`src/rtl/l2_config_and_types.sv`:
```
// Shared types and counter widths for the L2 AXI read/write scheduler.
package l2_config_and_types;

    typedef enum logic [2:0] {
        ST_IDLE,
        ST_RD_ADDR,
        ST_WR_ADDR,
        ST_WR_DATA,
        ST_WR_RESP
    } sched_state_t;

    localparam int STREAK_W = 8;
    localparam int OUTST_W  = 8;
    localparam int BEAT_W   = 5;

    // Saturating increment used by the fairness streak counters.
    function automatic logic [STREAK_W-1:0] streak_next(
        input logic [STREAK_W-1:0] cur,
        input logic [STREAK_W-1:0] limit
    );
        return (cur >= limit) ? limit : cur + STREAK_W'(1);
    endfunction

endpackage

```
`src/rtl/l2_axi_rw_scheduler.sv`:
```
// Arbitrates L2 read and write burst requests onto one AXI master port.
// Define L2_AXI_STARVATION_GUARD_EN to build the read/write streak fairness guard.
module l2_axi_rw_scheduler
    import l2_config_and_types::*;
#(
    parameter int BURST_LEN             = 8,
    parameter int READ_COUNTER_MAX      = 5,
    parameter int WRITE_COUNTER_MAX     = 5,
    parameter int MAX_OUTSTANDING_READS = 4
) (
    input  logic        clk,
    input  logic        rst,
    input  logic        rd_valid,
    input  logic [31:0] rd_addr,
    output logic        rd_ready,
    input  logic        wr_valid,
    input  logic [31:0] wr_addr,
    output logic        wr_ready,
    input  logic        wdata_valid,
    output logic        wdata_ready,
    output logic        axi_arvalid,
    input  logic        axi_arready,
    output logic [31:0] axi_araddr,
    output logic        axi_awvalid,
    input  logic        axi_awready,
    output logic [31:0] axi_awaddr,
    output logic        axi_wvalid,
    input  logic        axi_wready,
    output logic        axi_wlast,
    input  logic        axi_bvalid,
    output logic        axi_bready,
    input  logic        axi_rlast_hs
);

    if (BURST_LEN < 1 || BURST_LEN > 16 || (BURST_LEN & (BURST_LEN - 1)) != 0) begin : g_bad_burst_len
        $error("BURST_LEN must be a power of two between 1 and 16");
    end
    if (READ_COUNTER_MAX < 1 || READ_COUNTER_MAX >= 2**STREAK_W ||
        WRITE_COUNTER_MAX < 1 || WRITE_COUNTER_MAX >= 2**STREAK_W) begin : g_bad_streak_max
        $error("streak limits must fit the streak counter width and be at least 1");
    end
    if (MAX_OUTSTANDING_READS < 1 || MAX_OUTSTANDING_READS >= 2**OUTST_W) begin : g_bad_outstanding
        $error("MAX_OUTSTANDING_READS must fit the outstanding counter width");
    end

    sched_state_t        state;
    sched_state_t        next_state;
    logic [OUTST_W-1:0]  outstanding;
    logic [BEAT_W-1:0]   beat_cnt;
    logic                read_room;
    logic                grant_rd;
    logic                grant_wr;
    logic                w_hs;
    logic                last_beat;
    logic                rlast_dec;

    assign read_room = outstanding < OUTST_W'(MAX_OUTSTANDING_READS);
    assign last_beat = beat_cnt == BEAT_W'(BURST_LEN - 1);
    assign w_hs      = (state == ST_WR_DATA) && wdata_valid && axi_wready;
    assign rlast_dec = axi_rlast_hs && (outstanding != '0);

`ifdef L2_AXI_STARVATION_GUARD_EN
    logic [STREAK_W-1:0] read_streak;
    logic [STREAK_W-1:0] write_streak;
    logic                wr_forced;
    logic                rd_forced;

    assign wr_forced = wr_valid && (read_streak == STREAK_W'(READ_COUNTER_MAX));
    assign rd_forced = rd_valid && (write_streak == STREAK_W'(WRITE_COUNTER_MAX));
    assign grant_rd  = (state == ST_IDLE) && rd_valid && read_room && (!wr_forced || rd_forced);

    // A streak only grows while the other side is actually waiting.
    always_ff @(posedge clk or posedge rst) begin
        if (rst) begin
            read_streak  <= '0;
            write_streak <= '0;
        end else if (grant_rd) begin
            write_streak <= '0;
            if (wr_valid) begin
                read_streak <= streak_next(read_streak, STREAK_W'(READ_COUNTER_MAX));
            end
        end else if (grant_wr) begin
            read_streak <= '0;
            if (rd_valid) begin
                write_streak <= streak_next(write_streak, STREAK_W'(WRITE_COUNTER_MAX));
            end
        end
    end
`else
    assign grant_rd = (state == ST_IDLE) && rd_valid && read_room;
`endif

    assign grant_wr = (state == ST_IDLE) && !grant_rd && wr_valid;

    always_ff @(posedge clk or posedge rst) begin
        if (rst) begin
            state <= ST_IDLE;
        end else begin
            state <= next_state;
        end
    end

    always_comb begin
        next_state  = state;
        rd_ready    = 1'b0;
        wr_ready    = 1'b0;
        wdata_ready = 1'b0;
        axi_arvalid = 1'b0;
        axi_awvalid = 1'b0;
        axi_wvalid  = 1'b0;
        axi_wlast   = 1'b0;
        axi_bready  = 1'b0;
        case (state)
            ST_IDLE: begin
                if (grant_rd) begin
                    next_state = ST_RD_ADDR;
                end else if (grant_wr) begin
                    next_state = ST_WR_ADDR;
                end
            end
            ST_RD_ADDR: begin
                axi_arvalid = 1'b1;
                rd_ready    = axi_arready;
                if (axi_arready) begin
                    next_state = ST_IDLE;
                end
            end
            ST_WR_ADDR: begin
                axi_awvalid = 1'b1;
                wr_ready    = axi_awready;
                if (axi_awready) begin
                    next_state = ST_WR_DATA;
                end
            end
            ST_WR_DATA: begin
                axi_wvalid  = wdata_valid;
                wdata_ready = w_hs;
                axi_wlast   = last_beat;
                if (w_hs && last_beat) begin
                    next_state = ST_WR_RESP;
                end
            end
            ST_WR_RESP: begin
                axi_bready = 1'b1;
                if (axi_bvalid) begin
                    next_state = ST_IDLE;
                end
            end
            default: begin
                next_state = ST_IDLE;
            end
        endcase
    end

    // Addresses are captured at grant time so the requester may move on after its ready pulse.
    always_ff @(posedge clk or posedge rst) begin
        if (rst) begin
            axi_araddr <= '0;
            axi_awaddr <= '0;
        end else if (grant_rd) begin
            axi_araddr <= rd_addr;
        end else if (grant_wr) begin
            axi_awaddr <= wr_addr;
        end
    end

    always_ff @(posedge clk or posedge rst) begin
        if (rst) begin
            outstanding <= '0;
        end else if (rd_ready && !rlast_dec) begin
            outstanding <= outstanding + OUTST_W'(1);
        end else if (!rd_ready && rlast_dec) begin
            outstanding <= outstanding - OUTST_W'(1);
        end
    end

    always_ff @(posedge clk or posedge rst) begin
        if (rst) begin
            beat_cnt <= '0;
        end else if (w_hs) begin
            beat_cnt <= last_beat ? '0 : beat_cnt + BEAT_W'(1);
        end
    end

endmodule

```
`config.mk`:
```
export PLATFORM = sky130hd
export DESIGN_NAME = l2_axi_rw_scheduler
export DESIGN_NICKNAME = d
export VERILOG_FILES = /design/src/rtl/l2_config_and_types.sv /design/src/rtl/l2_axi_rw_scheduler.sv
export SDC_FILE = /design/constraint.sdc
export NUM_CORES = 1
export LEC_CHECK = 0
export BUFFER_PORTS_ARGS = -buffer_cell sky130_fd_sc_hd__buf_2
export CAP_MARGIN = 20
export CORE_ASPECT_RATIO = 0.6
export CORE_MARGIN = 2
export CORE_UTILIZATION = 52
export CTS_CLUSTER_SIZE = 14
export DETAILED_ROUTE_END_ITERATION = 16
export GPL_ROUTABILITY_DRIVEN = 0
export PLACE_DENSITY_LB_ADDON = 0.3
export SYNTH_ARGS = -nofsm -noshare
export SYNTH_HDL_FRONTEND = slang
export SYNTH_SLANG_ARGS = --single-unit
```
`constraint.sdc`:
```
create_clock -name clk -period 7 [get_ports clk]
set_input_delay 1.4 -clock clk [delete_from_list [all_inputs] [get_ports clk]]
set_output_delay 1.4 -clock clk [all_outputs]
set_load 0.02 [all_outputs]
```
==> qor.json, run 1 <==
{
  "status": "finished, final reports clean",
  "drive_above_1_share": 0.5718,
  "number_of_input_and_output_port_buffers_inserted": 145,
  "min-delay-path-class": "reg -> reg",
  "path_max_fanout": 5,
  "tritoncts.num_buffers": 9,
  "timing.rr.start": "outstanding[2]$_DFFE_PP0P_",
  "max_clock_freq_ghz": 0.2830,
  "path_common_cell": "buf_2",
  "cts.path.max_buffers": 2,
  "setup_repair_after_global_routing_missed_its_margin": "no",
  "synth_cells": 259,
  "initial_antenna_violation_count": 0,
  "finalNetCount": 490,
  "cp-end-kind": "primary output",
  "global_route.usage.total": 0.2033,
  "place_hpwl_mm": 5.617,
  "final_common_cell": "buf_2",
  "path_class": "in -> out",
  "pin_count": 146,
  "required_ns": 5.60,
  "ir_drop_worst_vdd_uv": 249.2,
  "ant_nets": 0,
  "relative_slew_slack": 0.3191,
  "number_of_global_route_vias_before_repair": 2596,
  "final_critical_path_time_including_i_o_delays_and_setup_ns": 3.534,
  "synth_fp_nets": 342,
  "fp.dieH_um": 69.13,
  "tightestPinTransition_ns": 1.021,
  "drt_pre_antenna_iters": 4,
  "share_of_async_settable_or_async_resettable_flops_after_synthesis": 1.000,
  "area_growth_syn_to_layout_pct": 28.76,
  "die_area_mm2": 0.007780,
  "grt_max_degree": 81,
  "synth-seq-cells": 80,
  "critPathLaunchType": "input port",
  "pwr_density_cell_mw_per_mm2": 452.3,
  "setup.reg_to_reg.worst_slack_ns": 3.94,
  "count_of_endpoints_failing_hold_in_the_final_timing_report": 0,
  "route.detailed.vias_per_inst": 5.068,
  "grt.overflow.total": 0,
  "synth-seq-area-share": 0.5446,
  "leakage_nw": 2.438,
  "core_area_mm2": 0.006763,
  "met2RoutedLength_mm": 3.556,
  "route.vias.total": 2524,
  "final_cell_mix": "buf_2, dfrtp_1, mux2_2, mux2_4, nand2_1",
  "clkSlewWorstSetupHoldPaths_ns": 0.06,
  "critPathMaxStageDelay_ns": 0.22,
  "cts_tree": "yes",
  "report.final.setup_viol": 0,
  "total_power_mw": 2.141,
  "clkSinkCount": 80,
  "cpMaxStageDelayCell": "and4b_1",
  "worstPathArrival_ns": 2.13,
  "synth_cell_types": 46,
  "finalCritPeriodShare": 0.5048,
  "fin_worst_skew_ns": 0.005289,
  "chipWidth_um": 112.5,
  "detail_route.iter0.violations": 73,
  "pre_cts_ws_ns": 3.381,
  "finalHoldWorstSlack_ns": 0.4954,
  "path_cells": "buf_2 -> and4b_1 -> nand2_1 -> inv_1 -> buf_2",
  "cts-htree-levels": 3,
  "synth_enable_flop_cells": 0,
  "grt_first_pass_wirelength_mm": 12.47,
  "drc": 0,
  "floorplan.rows": 23,
  "setup_ws_ns": 3.466,
  "holdBufCountCts": 0,
  "holdPathStages": 1,
  "ys_dominant_reg_cell": "dfrtp_1",
  "fin_setup_tns_ns": 0,
  "ff2ff_path_depth": 10,
  "finalWirelength_mm": 7.723,
  "cts.repair.resized": 0,
  "mappedNetlistArea_mm2": 0.003676,
  "route.layer.met1.wl_mm": 3.481,
  "yosysWarnings": 0,
  "min_from": "axi_araddr[19]$_DFFE_PP0P_",
  "top_layer": "met4",
  "floorplan.initialDensity": 0.5436,
  "antenna-diode-count": 0,
  "clockRootBuffer": "clkbuf_16",
  "worst_skew_pair.late_latency_ns": 0.33,
  "syn_area_per_cell_um2": 14.19,
  "hold-path-endpoint": "axi_araddr[19]$_DFFE_PP0P_",
  "final_max_slew_viol_count": 0,
  "cts.repair_timing.setup_buffer_count": 0,
  "regToRegEndpoint": "outstanding[7]$_DFFE_PP0P_",
  "wire_per_inst_um": 15.51,
  "met3_wirelength_um": 610,
  "maxCapViolations": 0
}
## state kept, by name (all words and copies together) (netlist names)
name / flops
state: 3
axi_awaddr: 32
outstanding: 8
axi_araddr: 32
beat_cnt: 5
## cells by family after synthesis
kind of cell               synth area share
buffers and inverters               0.03846
and+or+nand+nor                     0.07625
adders and majority gates           0.03268
AOI/OAI and AO/OA                   0.05855
DFF                                  0.5446
xor gates and xnor gates            0.01668
muxes                                0.2328
## cell type report
cell class,instances,area (um2)
well taps,87,108.9
clock buffers,12,246.5
clock inverters,3,42.54
fillers,480,2029
repair buffers,148,760.7
flip-flops and latches,80,2002
inverters,10,38.79
multi-input cells,158,1534
## worst max-delay path by stage
stage	startpoint	to	slack, ns	cells after the start
after floorplan	wdata_valid	wdata_ready	3.52	3
after global placement	wdata_valid	wdata_ready	3.50	5
after detailed placement	axi_arready	outstanding[7]$_DFFE_PP0P_	3.38	9
after CTS	wdata_valid	wdata_ready	3.47	5
after global routing	wdata_valid	wdata_ready	3.38	5
final	wdata_valid	wdata_ready	3.47	5
## critical path, delay by kind of cell
family        cells  cell delay [ns]
simple gates      2             0.33
buf+inv           3             0.40
## routing by layer
layer,vias up,track usage
met2,97,0.3174
met3,8,0.07652
met5,-,0
li1,1222,-
met4,0,0.06504
met1,1197,0.2646
## per-stage QoR
stage	utilization	area, um2	cells
floorplan	-	3676	259
global placement	0.6542	4424	482
detailed placement	0.6542	4424	482
CTS	0.6969	4713	497
global route	0.6999	4733	498
finish	0.6999	4733	498
## Yosys cell counts, types with 4 or more instances
cell     number  area (um2)
nand3_1       5       25.02
o21ai_0       4       20.02
mux2_2       36       405.4
mux2_4       30       450.4
dfrtp_1      80        2002
buf_2         5       25.02
nand2_1      14       52.55
ha_1          8       100.1
a21oi_1       6       30.03
xnor2_1       7       61.31
inv_1        10       37.54
## where the power goes
part | switching [mW] | internal, mW | leakage [nW] | total, mW
registers | 0.130 | 0.647 | 1.00 | 0.776
logic | 0.487 | 0.428 | 1.30 | 0.915
clock network | 0.167 | 0.283 | 0.139 | 0.450
Power figures use the tool's default switching activity.
==> inputs of run 2 (changes only) <==
CORE_UTILIZATION = 44   (was 52)
clock period = 3.1 ns   (was 7 ns; I/O delays follow)
==> qor.json, run 2 (synthesized netlist as in run 1, its figures left out) <==
{
  "critical_path.top_delay_family": {"value": "compound AO/OA/AOI/OAI gates", "change": "was buffers and inverters"},
  "route.detailed.vias_per_inst": {"value": 4.983, "change": "was 5.068"},
  "die_area": {"value": 0.009126, "unit": "mm2", "change": "was 0.007780 mm2"},
  "cpMaxStageDelayCell": {"value": "a2111oi_2", "change": "was and4b_1"},
  "worstPathArrival": {"value": 3.03, "unit": "ns", "change": "was 2.13 ns"},
  "required": {"value": 3.31, "unit": "ns", "change": "was 5.60 ns"},
  "status": {"value": "finished, final reports clean", "change": "unchanged"},
  "fin_worst_skew": {"value": 0.006632, "unit": "ns", "change": "was 0.005289 ns"},
  "critPathLaunchType": {"value": "register", "change": "was input port"},
  "ir_drop_worst_vdd": {"value": 380.4, "unit": "uV", "change": "was 249.2 uV"},
  "tritoncts.num_buffers": {"value": 9, "change": "unchanged"},
  "min-delay-path-class": {"value": "in -> async", "change": "was reg -> reg"},
  "report.final.setup_viol": {"value": 0, "change": "unchanged"},
  "crit_start": {"value": "outstanding[5]$_DFFE_PP0P_", "change": "was wdata_valid"},
  "cts-htree-levels": {"value": 3, "change": "unchanged"},
  "setup_ws": {"value": 0.2726, "unit": "ns", "change": "was 3.466 ns"},
  "drt_pre_antenna_iters": {"value": 4, "change": "unchanged"},
  "drive_above_1_share": {"value": 0.5860, "change": "was 0.5718"},
  "max_clock_freq_ghz": 0.3537,
  "finalCritPeriodShare": 0.9121,
  "worst_skew_pair.late_latency": {"value": 0.33, "unit": "ns", "change": "about the same"},
  "clockRootBuffer": {"value": "clkbuf_16", "change": "unchanged"},
  "global_route.usage.total": {"value": 0.1730, "change": "was 0.2033"},
  "final_max_slew_viol_count": {"value": 0, "change": "unchanged"},
  "route.vias.total": {"value": 2596, "change": "was 2524"},
  "core_area": {"value": 0.007976, "unit": "mm2", "change": "was 0.006763 mm2"},
  "grt_max_degree": {"value": 49, "change": "was 81"},
  "floorplan.initialDensity": {"value": 0.4609, "change": "was 0.5436"},
  "grt_first_pass_wirelength": {"value": 12.05, "unit": "mm", "change": "was 12.47 mm"},
  "final_critical_path_time_including_i_o_delays_and_setup_ns": 2.827,
  "path_class": {"value": "reg -> reg", "change": "was in -> out"},
  "tightestPinTransition": {"value": 0.5828, "unit": "ns", "change": "was 1.021 ns"},
  "cts.path.max_buffers": {"value": 2, "change": "unchanged"},
  "fp.dieH": {"value": 74.80, "unit": "um", "change": "was 69.13 um"},
  "place_inst": {"value": 505, "change": "was 482"},
  "clkSinkCount": {"value": 80, "change": "unchanged"},
  "finalWirelength": {"value": 7.891, "unit": "mm", "change": "was 7.723 mm"},
  "final_cell_mix": {"value": "buf_2, dfrtp_1, mux2_2, mux2_4, nand2_1", "change": "unchanged"},
  "cts_tree": {"value": "yes", "change": "unchanged"},
  "initial_antenna_violation_count": {"value": 0, "change": "unchanged"},
  "floorplan.rows": {"value": 25, "change": "was 23"},
  "antenna-diode-count": {"value": 0, "change": "unchanged"},
  "drc": {"value": 0, "change": "unchanged"},
  "worstPathBufferInverterCount": {"value": 1, "change": "was 3"},
  "chipWidth": {"value": 122, "unit": "um", "change": "was 112.5 um"},
  "holdBufCountCts": {"value": 0, "change": "unchanged"},
  "leakage": {"value": 2.451, "unit": "nW", "change": "was 2.438 nW"},
  "number_of_input_and_output_port_buffers_inserted": {"value": 145, "change": "unchanged"},
  "pre_cts_ws": {"value": -0.002110, "unit": "ns", "change": "was 3.381 ns"},
  "filler_instances": {"value": 630, "change": "was 480"},
  "pin_count": {"value": 146, "change": "unchanged"},
  "clkSlewWorstSetupHoldPaths": {"value": 0.06, "unit": "ns", "change": "about the same"},
  "ant_nets": {"value": 0, "change": "unchanged"},
  "number_of_global_route_vias_before_repair": {"value": 2487, "change": "was 2596"},
  "fin_setup_tns": {"value": 0, "unit": "ns", "change": "unchanged"},
  "setup_repair_after_global_routing_missed_its_margin": {"value": "no", "change": "unchanged"},
  "maxCapViolations": {"value": 0, "change": "unchanged"},
  "stdcell_area": {"value": 0.004787, "unit": "mm2", "change": "was 0.004733 mm2"},
  "fin_cells": {"value": 521, "change": "was 498"},
  "biggestRegsByFlops": {"value": "axi_araddr: 32 flops, axi_awaddr: 32 flops, outstanding: 8 flops", "change": "unchanged"},
  "area_growth_syn_to_layout": {"value": 30.22, "unit": "%", "change": "was 28.76%"},
  "relative_slew_slack": {"value": 0.6110, "change": "was 0.3191"},
  "total_power": {"value": 4.876, "unit": "mW", "change": "was 2.141 mW"},
  "path_max_fanout": {"value": 9, "change": "was 5"},
  "finalNetCount": {"value": 492, "change": "was 490"},
  "critPathMaxStageDelay": {"value": 0.49, "unit": "ns", "change": "was 0.22 ns"},
  "placed_cell_area": {"value": 0.004478, "unit": "mm2", "change": "was 0.004424 mm2"},
  "place_hpwl": {"value": 5.700, "unit": "mm", "change": "was 5.617 mm"},
  "grt.overflow.total": {"value": 0, "change": "unchanged"},
  "detail_route.iter0.violations": {"value": 85, "change": "was 73"},
  "count_of_endpoints_failing_hold_in_the_final_timing_report": {"value": 0, "change": "unchanged"},
  "path_cells": {"value": "nor4_4 -> nand2_1 -> o31ai_2 -> ha_2 -> inv_1 -> ha_1 -> a2111oi_2 -> nand3_1 -> o2bb2ai_1 -> a211oi_1", "change": "was buf_2 -> and4b_1 -> nand2_1 -> inv_1 -> buf_2"},
  "timing.rr.start": {"value": "outstanding[5]$_DFFE_PP0P_", "change": "was outstanding[2]$_DFFE_PP0P_"},
  "final_common_cell": {"value": "buf_2", "change": "unchanged"},
  "wire_per_inst": {"value": 15.15, "unit": "um", "change": "was 15.51 um"},
  "pwr_density_cell": {"value": 1019, "unit": "mW/mm2", "change": "was 452.3 mW/mm2"},
  "cp-end-kind": {"value": "register", "change": "was primary output"}
}
[run 2: cell types whose count changed in the layout (fill, tap and decap cells not counted), moves of 2 or more]
cell and change:
a2111oi_0 -2, buf_4 +2, clkbuf_1 -2, clkinv_2 +2
[run 2: final timing paths]
check / endpoint / slack [ns] / cells past startpoint
setup / recovery: outstanding[7]$_DFFE_PP0P_ / 0.27 / 10
hold / removal: axi_awaddr[30]$_DFFE_PP0P_ / 0.33 / 2
setup reg to reg: outstanding[7]$_DFFE_PP0P_ / 0.27 / 10
hold reg to reg: axi_araddr[2]$_DFFE_PP0P_ / 0.50 / 1
max in group asynchronous: axi_awaddr[26]$_DFFE_PP0P_ / 2.13 / 3
min in group clk: state[2]$_DFFE_PP0P_ / 0.46 / 2
[run 2: power by group]
group / switching (mW) / internal [mW] / leakage, nW
Combinational: 1.13 / 0.993 / 1.31
Clock: 0.400 / 0.615 / 0.141
Sequential: 0.280 / 1.46 / 1.00
Total: 1.81 / 3.07 / 2.45
[run 2: metal layers]
layer	global-route usage	wire length, um	vias to the layer above
met3	0.07652	833	9
met5	0	0	-
met4	0.05364	81	0
li1	-	-	1239
met2	0.2644	3441	107
met1	0.2251	3535	1241
[run 2: worst register-to-register path, delay by kind of cell, from the launching register on]
kind | cells | cell delay (ns)
AOI/OAI and AO/OA | 4 | 0.91
DFF | 1 | 0.43
buffers and inverters | 1 | 0.15
and+or+nand+nor | 3 | 0.54
adders and majority gates | 2 | 0.67
[run 2: stage by stage]
stage	hold WS, ns	util
floorplan	0.4674	-
global route	0.3543	0.6002
detailed placement	0.4873	0.5614
finish	0.3285	0.6002
global placement	0.4811	0.5614
CTS	0.3390	0.5975
[run 2: final cells by class]
type / count / area, um2 / area share
multi-input combinational: 158 / 1549 / 0.3236
timing repair buffer: 150 / 775.7 / 0.1620
clock buffer: 9 / 225.2 / 0.04705
tap: 108 / 135.1 / 0.02823
inverter: 10 / 38.79 / 0.008102
sequential: 80 / 2002 / 0.4182
clock inverter: 6 / 61.31 / 0.01281
[run 2: timing repair]
action | 4_1_cts | 5_1_grt
buffers inserted | 0 | 1
gates resized for setup | 1 | 4
pin swaps | 0 | 1
endpoints found under the setup margin | 1 | 2
==> inputs of run 3 (changes only) <==
MAX_ROUTING_LAYER = met4   (was default)
==> qor.json, run 3 (synthesized netlist as in run 1, its figures left out) <==
{
  "die_area": {"value": 0.009126, "unit": "mm2", "change": "unchanged"},
  "route.vias.total": {"value": 2596, "change": "unchanged"},
  "path_cells": {"value": "nor4_4 -> nand2_1 -> o31ai_2 -> ha_2 -> inv_1 -> ha_1 -> a2111oi_2 -> nand3_1 -> o2bb2ai_1 -> a211oi_1", "change": "unchanged"},
  "report.final.setup_viol": {"value": 0, "change": "unchanged"},
  "multi_input_comb_area": {"value": 0.001549, "unit": "mm2", "change": "unchanged"},
  "pin_count": {"value": 146, "change": "unchanged"},
  "critPathMaxStageDelay": {"value": 0.49, "unit": "ns", "change": "about the same"},
  "biggestRegsByFlops": {"value": "axi_araddr: 32 flops, axi_awaddr: 32 flops, outstanding: 8 flops", "change": "unchanged"},
  "antenna-diode-count": {"value": 0, "change": "unchanged"},
  "status": {"value": "finished, final reports clean", "change": "unchanged"},
  "number_of_global_route_vias_before_repair": {"value": 2484, "change": "was 2487"},
  "fp.dieH": {"value": 74.80, "unit": "um", "change": "unchanged"},
  "fin_cells": {"value": 521, "change": "unchanged"},
  "clkSinkCount": {"value": 80, "change": "unchanged"},
  "ff2ff_path_depth": {"value": 10, "change": "unchanged"},
  "route.detailed.vias_per_inst": {"value": 4.983, "change": "unchanged"},
  "drt_pre_antenna_iters": {"value": 4, "change": "unchanged"},
  "worstPathArrival": {"value": 3.04, "unit": "ns", "change": "was 3.03 ns"},
  "final_max_slew_viol_count": {"value": 0, "change": "unchanged"},
  "clockRootBuffer": {"value": "clkbuf_16", "change": "unchanged"},
  "worst_skew_pair.late_latency": {"value": 0.33, "unit": "ns", "change": "about the same"},
  "holdBufCountCts": {"value": 0, "change": "unchanged"},
  "place_hpwl": {"value": 5.700, "unit": "mm", "change": "unchanged"},
  "finalCritPeriodShare": {"value": 0.9129, "change": "was 0.9121"},
  "cts.path.max_buffers": {"value": 2, "change": "unchanged"},
  "critical_path.endpoint": {"value": "outstanding[7]$_DFFE_PP0P_", "change": "unchanged"},
  "pwr_density_cell": {"value": 1019, "unit": "mW/mm2", "change": "about the same"},
  "max_clock_freq": {"value": 0.3534, "unit": "GHz", "change": "was 0.3537 GHz"},
  "stdcell_area": {"value": 0.004787, "unit": "mm2", "change": "unchanged"},
  "regToRegEndpoint": {"value": "outstanding[7]$_DFFE_PP0P_", "change": "unchanged"},
  "final_critical_path_time_including_i_o_delays_and_setup": {"value": 2.830, "unit": "ns", "change": "was 2.827 ns"},
  "crit_start": {"value": "outstanding[5]$_DFFE_PP0P_", "change": "unchanged"},
  "worstPathBufferInverterCount": {"value": 1, "change": "unchanged"},
  "global_route.usage.total": {"value": 0.1784, "change": "was 0.1730"},
  "fin_worst_skew": {"value": 0.006674, "unit": "ns", "change": "was 0.006632 ns"},
  "critical_path_stages": {"value": 10, "change": "unchanged"},
  "grt_first_pass_wirelength": {"value": 12.04, "unit": "mm", "change": "was 12.05 mm"},
  "finalNetCount": {"value": 492, "change": "unchanged"},
  "leakage": {"value": 2.451, "unit": "nW", "change": "unchanged"},
  "cp-end-kind": {"value": "register", "change": "unchanged"},
  "area_growth_syn_to_layout": {"value": 30.22, "unit": "%", "change": "unchanged"},
  "min-delay-path-class": {"value": "in -> async", "change": "unchanged"},
  "critPathLaunchType": {"value": "register", "change": "unchanged"},
  "cpMaxStageDelayCell": {"value": "a2111oi_2", "change": "unchanged"},
  "cts_tree": {"value": "yes", "change": "unchanged"},
  "maxCapViolations": {"value": 0, "change": "unchanged"},
  "tritoncts.num_buffers": {"value": 9, "change": "unchanged"},
  "placed_cell_area": {"value": 0.004478, "unit": "mm2", "change": "unchanged"},
  "critical_path.top_delay_family": {"value": "compound AO/OA/AOI/OAI gates", "change": "unchanged"},
  "cts-htree-levels": {"value": 3, "change": "unchanged"},
  "drive_above_1_share": {"value": 0.5860, "change": "unchanged"},
  "setup.reg_to_reg.worst_slack": {"value": 0.27, "unit": "ns", "change": "about the same"},
  "required": {"value": 3.31, "unit": "ns", "change": "about the same"},
  "regArea": {"value": 0.002002, "unit": "mm2", "change": "unchanged"},
  "tightestPinTransition": {"value": 0.5833, "unit": "ns", "change": "was 0.5828 ns"},
  "wire_per_inst": {"value": 15.18, "unit": "um", "change": "was 15.15 um"},
  "initial_antenna_violation_count": {"value": 0, "change": "unchanged"},
  "filler_instances": {"value": 630, "change": "unchanged"},
  "path_class": {"value": "reg -> reg", "change": "unchanged"},
  "setup_repair_after_global_routing_missed_its_margin": {"value": "no", "change": "unchanged"},
  "ant_nets": {"value": 0, "change": "unchanged"},
  "path_max_fanout": {"value": 9, "change": "unchanged"},
  "count_of_endpoints_failing_hold_in_the_final_timing_report": {"value": 0, "change": "unchanged"},
  "number_of_input_and_output_port_buffers_inserted": {"value": 145, "change": "unchanged"},
  "finalWirelength": {"value": 7.908, "unit": "mm", "change": "was 7.891 mm"},
  "grt_max_degree": {"value": 49, "change": "unchanged"},
  "chipWidth": {"value": 122, "unit": "um", "change": "unchanged"},
  "grt.overflow.total": {"value": 0, "change": "unchanged"},
  "floorplan.rows": {"value": 25, "change": "unchanged"},
  "clkSlewWorstSetupHoldPaths": {"value": 0.06, "unit": "ns", "change": "about the same"},
  "detail_route.iter0.violations": {"value": 91, "change": "was 85"},
  "core_area": {"value": 0.007976, "unit": "mm2", "change": "unchanged"},
  "final_util": {"value": 0.6002, "change": "unchanged"},
  "drc": {"value": 0, "change": "unchanged"},
  "timing.rr.start": {"value": "outstanding[5]$_DFFE_PP0P_", "change": "unchanged"},
  "place_inst": {"value": 505, "change": "unchanged"},
  "relative_slew_slack": {"value": 0.6107, "change": "was 0.6110"},
  "final_common_cell": {"value": "buf_2", "change": "unchanged"},
  "ir_drop_worst_vdd": {"value": 381.0, "unit": "uV", "change": "was 380.4 uV"},
  "floorplan.initialDensity": {"value": 0.4609, "change": "unchanged"},
  "final_cell_mix": {"value": "buf_2, dfrtp_1, mux2_2, mux2_4, nand2_1", "change": "unchanged"}
}
[run 3: repair_timing]
action                                  CTS  global route
endpoints found under the setup margin    1             2
pin swaps                                 0             1
cloned                                    0             0
buffers inserted                          0             1
resized for setup                         1             4
[run 3: layout make-up]
| class | count | share of cell area |
|---|---|---|
| sequential | 80 | 0.4182 |
| multi-input combinational | 158 | 0.3236 |
| timing repair buffer | 150 | 0.1620 |
| clock buffer | 9 | 0.04705 |
| tap | 108 | 0.02823 |
| clock inverter | 6 | 0.01281 |
| inverter | 10 | 0.008102 |
[run 3: worst min-delay path by stage]
stage               cells after the start                          to
floorplan                               1     beat_cnt[4]$_DFFE_PP0N_
global placement                        1   axi_araddr[5]$_DFFE_PP0P_
detailed placement                      1  axi_awaddr[13]$_DFFE_PP0P_
CTS                                     2  axi_awaddr[30]$_DFFE_PP0P_
global route                            2  axi_awaddr[30]$_DFFE_PP0P_
finish                                  2  axi_awaddr[30]$_DFFE_PP0P_
[run 3: worst register-to-register path, delay by kind of cell (launching register included)]
family / cells / cell delay [ns]
flip-flops: 1 / 0.44
AO/OA/AOI/OAI: 4 / 0.91
adder cells (fa/ha/maj): 2 / 0.68
AND/OR/NAND/NOR: 3 / 0.55
buffers and inverters: 1 / 0.15
[run 3: report_power, final]
group	internal, mW	total (mW)	switching (mW)
clock	0.615	1.02	0.401
sequential	1.46	1.74	0.280
combinational	0.993	2.12	1.13
[run 3: layer usage]
layer,GRT usage,up-vias,part of all wire
li1,-,1237,-
met1,0.2300,1246,0.46
met2,0.2651,105,0.44
met3,0.06667,8,0.094
met4,0.05364,0,0.0085
met5,-,-,0
[run 3: metrics by stage]
step	power [mW]	hold slack [ns]	setup TNS, ns	setup WS (ns)
global placement	3.796	0.4811	0	0.2767
global route	5.205	0.3543	0	0.04794
detailed placement	3.843	0.4873	-0.002110	-0.002110
finish	4.880	0.3287	0	0.2701
floorplan	3.219	0.4674	0	0.01234
CTS	4.904	0.3390	0	0.08339
